## config.mk

```make
export PLATFORM = sky130hd
export DESIGN_NAME = ser_demux_transmitter
export DESIGN_NICKNAME = d
export VERILOG_FILES = /design/src/rtl/ser_demux_transmitter.sv
export SDC_FILE = /design/constraint.sdc
export NUM_CORES = 1
export LEC_CHECK = 0
export BUFFER_PORTS_ARGS = -buffer_cell sky130_fd_sc_hd__buf_2
export CAP_MARGIN = 25
export CORE_MARGIN = 4
export CORE_UTILIZATION = 53
export DETAILED_ROUTE_END_ITERATION = 10
export PLACE_DENSITY = 0.77
export SLEW_MARGIN = 20
export SYNTH_ARGS = -nofsm -noshare
export SYNTH_HDL_FRONTEND = slang
export SYNTH_SLANG_ARGS = --single-unit
```

## constraint.sdc

```tcl
create_clock -name clk -period 4.8 [get_ports clk]
set_clock_uncertainty 0.05 [all_clocks]
set_input_delay 0.24 -clock clk [delete_from_list [all_inputs] [get_ports clk]]
set_output_delay 0.24 -clock clk [all_outputs]
set_load 0.05 [all_outputs]
```

## src/rtl/ser_demux_transmitter.sv

```systemverilog
// Serial framer/demultiplexer: start bit, channel address, payload length,
// then routes payload bits to one of 2**CH_BITS serial outputs.
module ser_demux_transmitter #(
    parameter int unsigned CH_BITS    = 2,
    parameter int unsigned LEN_BITS   = 4,
    parameter logic        IDLE_LEVEL = 1'b1
) (
    input  logic                     clk,
    input  logic                     rst,
    input  logic                     clk_en,
    input  logic                     ser_in,
    output logic [2**CH_BITS-1:0]    ser_out,
    output logic [2**CH_BITS-1:0]    ser_out_valid,
    output logic [LEN_BITS-1:0]      count_out,
    output logic [CH_BITS-1:0]       ch_out,
    output logic                     busy,
    output logic                     done
);

    localparam int unsigned FIELD_MAX = (CH_BITS > LEN_BITS) ? CH_BITS : LEN_BITS;
    localparam int unsigned CNT_W     = $clog2(FIELD_MAX) + 1;

    typedef enum logic [2:0] {
        IDLE,
        ADDR,
        LEN,
        DATA,
        DONE
    } state_t;

    state_t              state;
    state_t              next_state;
    logic [CNT_W-1:0]    bit_cnt;
    logic [CH_BITS-1:0]  addr_sr;
    logic [LEN_BITS-1:0] len_sr;
    logic [LEN_BITS-1:0] count;
    logic [CH_BITS-1:0]  ch;

    logic [CH_BITS-1:0]  addr_val;
    logic [LEN_BITS-1:0] len_val;
    logic                addr_last;
    logic                len_last;

    // Shift-register contents including the bit arriving on this edge (MSB first).
    assign addr_val  = CH_BITS'({addr_sr, ser_in});
    assign len_val   = LEN_BITS'({len_sr, ser_in});
    assign addr_last = (bit_cnt == CNT_W'(CH_BITS - 1));
    assign len_last  = (bit_cnt == CNT_W'(LEN_BITS - 1));

    assign count_out = count;
    assign ch_out    = ch;

    always_ff @(posedge clk or negedge rst) begin
        if (!rst) begin
            state <= IDLE;
        end else begin
            state <= next_state;
        end
    end

    always_comb begin
        next_state    = state;
        busy          = (state != IDLE);
        done          = (state == DONE);
        ser_out       = '0;
        ser_out_valid = '0;
        case (state)
            IDLE: begin
                if (clk_en && (ser_in != IDLE_LEVEL)) begin
                    next_state = ADDR;
                end
            end
            ADDR: begin
                if (clk_en && addr_last) begin
                    next_state = LEN;
                end
            end
            LEN: begin
                if (clk_en && len_last) begin
                    next_state = (len_val == '0) ? DONE : DATA;
                end
            end
            DATA: begin
                ser_out[ch]       = ser_in;
                ser_out_valid[ch] = 1'b1;
                if (clk_en && (count == LEN_BITS'(1))) begin
                    next_state = DONE;
                end
            end
            DONE: begin
                next_state = IDLE;
            end
            default: begin
                next_state = IDLE;
            end
        endcase
    end

    always_ff @(posedge clk or negedge rst) begin
        if (!rst) begin
            bit_cnt <= '0;
            addr_sr <= '0;
            len_sr  <= '0;
            count   <= '0;
            ch      <= '0;
        end else if (clk_en) begin
            case (state)
                IDLE: begin
                    bit_cnt <= '0;
                end
                ADDR: begin
                    addr_sr <= addr_val;
                    if (addr_last) begin
                        ch      <= addr_val;
                        bit_cnt <= '0;
                    end else begin
                        bit_cnt <= bit_cnt + 1'b1;
                    end
                end
                LEN: begin
                    len_sr <= len_val;
                    if (len_last) begin
                        count   <= len_val;
                        bit_cnt <= '0;
                    end else begin
                        bit_cnt <= bit_cnt + 1'b1;
                    end
                end
                DATA: begin
                    count <= count - 1'b1;
                end
                default: begin
                end
            endcase
        end
    end

endmodule

```

==> metrics.txt, run 1 <==
status=finished, final reports clean; share of cells above drive strength 1=24.62%; internal power=416.1 µW; gr ovfl total=0; CTS Sinks=16; DIE HEIGHT=52.05 µm; row cnt=15; Placer Congestion=0.8436; vias=901; CTS H-tree depth=1; vias in the first global route=866; Cells after Synth=~110; DRT iter0 DRCs=20; sw frac=53.23%; CTS Buffer Depth=2; fin crit share=48.06%; Worst Hold Depth=3; CP Max Fanout=15; kind of critical path=flip-flop to output pin; sequential share of the synthesized area=38.93%; CTS tree=done; synthesized area per cell=9.266 µm²; sequential share of power=33.3%; initial core utilization=57.68%; Final Setup Violations=0; initial antenna violation count=0; gr usage total=19.23%; Max stage delay on crit path=approximately 0.63 ns; sw power=473.7 µW; cts bufs inserted=3; post-CTS setup buffer count=0; clock slew at reported path FFs=~0.090 ns; post-synth top area share=a little under 40%; logic gate share of total power=between 50% and 60%; Post-synth EDFFs=0; critical path's top delay family=simple AND/OR/NAND/NOR gates; worst slew pin tran=0.5795 ns; Pre-Repair DR Iteration Count=4; WP depth=3; IO Pins=20; DIE AREA=around 2700 µm²; Leak=0.0005398 µW; Max-Cap Viols=0; Critical Path AT=a little over 2 ns; worst min path class=primary input to flip-flop; Ant. Diodes=0; cts hold-fix bufs=1; Synth area leader=dfrtp_1; PwrDens=approximately 770 nW/µm²; die span in x=52.05 µm; FF+latch count, synth=16; RSZ-0062 raised after global routing=false; Fin. Hold Viols=0; synth top area cells=dfrtp_1, ha_1, mux2_2; count leader, synth=dfrtp_1; ys flop type=dfrtp_1; Post-synth top cells=dfrtp_1, nand2_1, nor2_1; DR WL/cell=between 10 and 15 µm; WP data required=4.51 ns; CP cell instances=nand3b_1, nor3_1, buf_2; YS warnings=0; net count after synthesis=~120; fillers=144; core box area=1783 µm²; Residual DRC=0; VDD IR-drop max=between 0.4 and 0.5 mV; fmax=433.5 MHz; CP bufs+invs=1; first-pass GRT wire length=~3.8 mm; WHS=between 0.2 and 0.25 ns; crit path time final=2.307 ns; DP HPWL=1.640 mm; Worst Setup Start Kind=flip-flop; r2r worst-path depth=4; vias per cell=5.813; Antenna Nets Post-Route=0; Reg2Reg Setup Slack=2.77 ns; Clock power frac=7.9%; total power draw=889.8 µW; worst skew pair latency=~0.30 ns; TNS Setup=0 ns; final WL=between 2 and 2.5 mm; CTS root buf=clkbuf_4; synthesized area=between 1000 and 1500 µm²; crit path max-delay cell type=dfrtp_1; fin nets=around 140; largest net degree at the start of global routing=17; crit end category=output pin; Layout Area Growth over Synthesis=12.90%; Slew HR=61.01%; # port buffers=19; Async SR Flop Fraction=100.0%; max-slew violations=0; synth unique cells=33; post-cts sizing count=0; Final Util=65.12%
worst min-delay path, cell delays in order:
cell and delay [ns]:
buf_2 0.15, nand3_1 0.08, nand2_1 0.06
registers in the layout (all words and copies together) (netlist names):
register,flops
ch_out,2
count_out,4
bit_cnt,3
addr_sr,1
state,3
len_sr,3
metal layers:
| layer | GRT usage [%] | up-vias | part of all wire, % |
|---|---|---|---|
| li1 | - | 433 | - |
| met1 | 23.20 | 420 | 43 |
| met2 | 29.92 | 39 | 46 |
| met3 | 6.590 | 9 | 7.6 |
| met4 | 10.04 | 0 | 3.2 |
| met5 | 0 | - | 0 |
per-stage QoR:
| stage | instance area, µm² | cells | setup slack (ns) |
|---|---|---|---|
| after CTS | 1161 | 155 | 2.518 |
| after detailed placement | 1129 | 151 | 2.816 |
| after global placement | 1129 | 151 | 2.906 |
| after global routing | 1161 | 155 | 2.306 |
| final | 1161 | 155 | 2.493 |
| after floorplan | 1028 | 111 | 2.568 |
cells by family after synthesis:
family,share of synthesized area (%)
simple gates,26.89
compound gates,15.94
flops,38.93
buf+inv,4.379
mux,6.569
fa+ha+maj,7.299
cells in the final DEF (no fill, tap or decap), drive strengths merged, types with 2 or more instances in the layout:
| master | count |
|---|---|
| clkbuf | 3 |
| a211oi | 2 |
| inv | 5 |
| nor3b | 7 |
| nand3 | 2 |
| nor2b | 5 |
| dfrtp | 16 |
| o21ai | 12 |
| nand2b | 4 |
| nand3b | 2 |
| mux2 | 6 |
| buf | 19 |
| nor2 | 9 |
| nor3 | 4 |
| nand2 | 11 |
| ha | 6 |
| a21oi | 3 |
worst paths after layout:
check / start / end
min in group asynchronous: rst / state[1]
min: ser_in / addr_sr[0]
min reg2reg: addr_sr[0] / ch_out[1]
max in group asynchronous: rst / addr_sr[0]
max reg2reg: state[0] / state[0]
max: state[0] / ser_out[0]
power groups by stage:
stage | sequential, µW | clock, µW | combinational [µW]
after detailed placement | 296 | 0 | 521
after global placement | 289 | 0 | 501
after floorplan | 327 | 0 | 385
after global routing | 312 | 78.6 | 571
final | 296 | 70.7 | 523
after CTS | 294 | 73.1 | 524
layout make-up:
type | instances | area [µm²] | area share (%)
sequential | 16 | 400.4 | 34.48
timing repair buffer | 20 | 105.1 | 9.052
multi-input combinational | 86 | 583.1 | 50.22
inverter | 5 | 18.77 | 1.616
clock buffer | 3 | 22.52 | 1.940
tap | 25 | 31.28 | 2.694
(Power assumes the default switching activity.)
==> run 2: changes to the inputs <==
--- a/config.mk
+++ b/config.mk
@@ -5,6 +5,7 @@
 export SDC_FILE = /design/constraint.sdc
 export NUM_CORES = 1
 export LEC_CHECK = 0
+export ABC_AREA = 1
 export BUFFER_PORTS_ARGS = -buffer_cell sky130_fd_sc_hd__buf_2
 export CAP_MARGIN = 25
 export CORE_MARGIN = 4
==> constraint.sdc (replaced) <==
create_clock -name clk -period 2.23 [get_ports clk]
set_clock_uncertainty 0.05 [all_clocks]
set_input_delay 0.1115 -clock clk [delete_from_list [all_inputs] [get_ports clk]]
set_output_delay 0.1115 -clock clk [all_outputs]
set_load 0.05 [all_outputs]
==> metrics.txt, run 2 <==
vias in the first global route=930; Final Setup Violations=0; CTS tree=done; post-synth top area share=39.07%; CTS Sinks=16; DIE HEIGHT=just over 50 µm; vias=954; fin nets=173; crit path time final=roughly 1.9 ns; share of cells above drive strength 1=19.14%; synthesized area per cell=7.320 µm²; fmax=533.0 MHz; final WL=2.067 mm; PwrDens=1590 nW/µm²; Critical Path AT=1.71 ns; status=finished, final reports clean; placed insts=182; Cells after Synth=140; Max-Cap Viols=0; gr ovfl total=0; crit end category=output pin; fillers=175; WP depth=6; synth top area cells=dfrtp_1, nand2_1, ha_1; CP cell instances=inv_1, nand2_2, inv_2, nand2_2, nor4_1, buf_2; row cnt=15; IO Pins=20; Async SR Flop Fraction=100.0%; largest net degree at the start of global routing=17; initial antenna violation count=0; Antenna Nets Post-Route=0; first-pass GRT wire length=3.670 mm; CP bufs+invs=3; CTS Buffer Depth=2; max-slew violations=0; critical path's top delay family=buffers and inverters; synth unique cells=23; reg-to-reg startpoint=bit_cnt[0]; crit path launch=state[2]; Ant. Diodes=0; gr usage total=18.04%; initial core utilization=a little under three fifths; total power draw=1878 µW; Post-synth top cells=nand2_1, inv_1, dfrtp_1; Pre-Repair DR Iteration Count=4; fin crit share=84.13%; TNS Setup=0 ns; Layout Area Growth over Synthesis=15.26%; sequential share of the synthesized area=39.07%; worst skew pair latency=0.28 ns; Final Util=66.25%; synthesized area=between 1000 and 1500 µm²; most frequent cells in the layout=nand2_1, inv_1, buf_2; net count after synthesis=150; Worst Hold Depth=3; Residual DRC=0; count leader, synth=nand2_1; Placer Congestion=0.8974; ys flop type=dfrtp_1; DP HPWL=between 1.5 and 2 mm; Leak=just over 0.0006 µW; WP data required=around 2.1 ns; worst slew pin tran=0.3598 ns; DR WL/cell=11.05 µm; cts bufs inserted=3; vias per cell=approximately 5.1; Reg2Reg Setup Slack=about 0.73 ns; r2r worst-path depth=8; DIE AREA=2701 µm²; Post-Layout Cell Count=187; Setup crit end=ser_out[3]; commonest non-fill, non-tap cell in the layout=nand2_1; VDD IR-drop max=~0.96 mV; CTS root buf=clkbuf_4; CP Max Fanout=13; # port buffers=19; Post-synth EDFFs=0; Fin. Hold Viols=0; core box area=1783 µm²; FF+latch count, synth=16; FF+latch area=400.4 µm²; max reg flops=4; CP most frequent cell=nand2_2; area of the multi-input gates=529.3 µm²; Synth area leader=dfrtp_1; CTS H-tree depth=1; clock slew at reported path FFs=0.09 ns; post-CTS setup buffer count=0; die span in x=~52 µm; DRT iter0 DRCs=8; Reg-to-Reg End=count_out[2]; Slew HR=76.01%; Max stage delay on crit path=0.36 ns; Worst Setup Start Kind=flip-flop; crit path max-delay cell type=dfrtp_1; YS warnings=0; kind of critical path=flip-flop to output pin; RSZ-0062 raised after global routing=false; worst min path class=primary input to flip-flop
## run 2: changes by cell type after synthesis, moves of 3 or more
cell / change
inv_1: +14
mux2_2: -5
nand2_1: +34
nand2_2: +3
nand2b_1: -4
nand3_1: +4
nor2_1: -4
nor2b_1: -5
nor3b_1: -5
nor4_1: +3
## run 2: layer usage
metal | vias up | part of all wire [%] | GRT usage (%)
li1 | 496 | - | -
met1 | 440 | 45 | 20.40
met2 | 14 | 50 | 32.64
met3 | 4 | 3.8 | 2.865
met4 | 0 | 1.2 | 8.297
met5 | - | 0 | 0
## run 2: what timing repair did
item                                   CTS  global route
hold buffers                             1             0
endpoints found under the hold margin   16             0
resized for setup                        0             0
## run 2: worst min-delay path by stage
stage | start | endpoint | slack, ns
final | clk_en | addr_sr[0] | 0.14
after global routing | clk_en | addr_sr[0] | 0.18
after CTS | clk_en | addr_sr[0] | 0.13
after detailed placement | rst | count_out[1] | -0.006
after global placement | rst | count_out[1] | -0.01
after floorplan | rst | addr_sr[0] | -0.23
## run 2: layout make-up
class | instances | area share, %
inverters | 21 | 6.674
multi-input cells | 101 | 44.81
clock buffers | 4 | 3.072
well taps | 25 | 2.648
flip-flops and latches | 16 | 33.90
repair buffers | 20 | 8.898
## run 2: worst reg2reg max path: stages, from the launching register on
cell,delay (ns)
dfrtp_1,0.43
ha_1,0.24
ha_1,0.20
inv_1,0.07
nand2_2,0.08
nand2_1,0.09
inv_1,0.10
nand2_1,0.08
o21ai_1,0.06
## run 2: cell families after synthesis
logic type	count (synthesis)	share of synthesized area, %
simple gates	75	33.21
flops	16	39.07
xor+xnor	1	0.8549
fa+ha+maj	6	7.326
buf+inv	23	9.279
compound gates	19	10.26
## run 2: where the power goes
group	switching (µW)	total [µW]	leakage, µW	internal (µW)
combinational	820	1140	0.000396	321
clock	88.3	188	0.0000210	99.4
sequential	132	549	0.000204	416
## run 2: through the flow
| stage | hold slack, ns | worst slack [ns] | area (µm²) |
|---|---|---|---|
| floorplan | -0.2341 | -0.3542 | 1025 |
| global placement | -0.01020 | 0.7501 | 1135 |
| detailed placement | -0.005895 | 0.6658 | 1135 |
| CTS | 0.1283 | 0.3426 | 1181 |
| global route | 0.1823 | 0.1499 | 1181 |
| finish | 0.1384 | 0.3538 | 1181 |
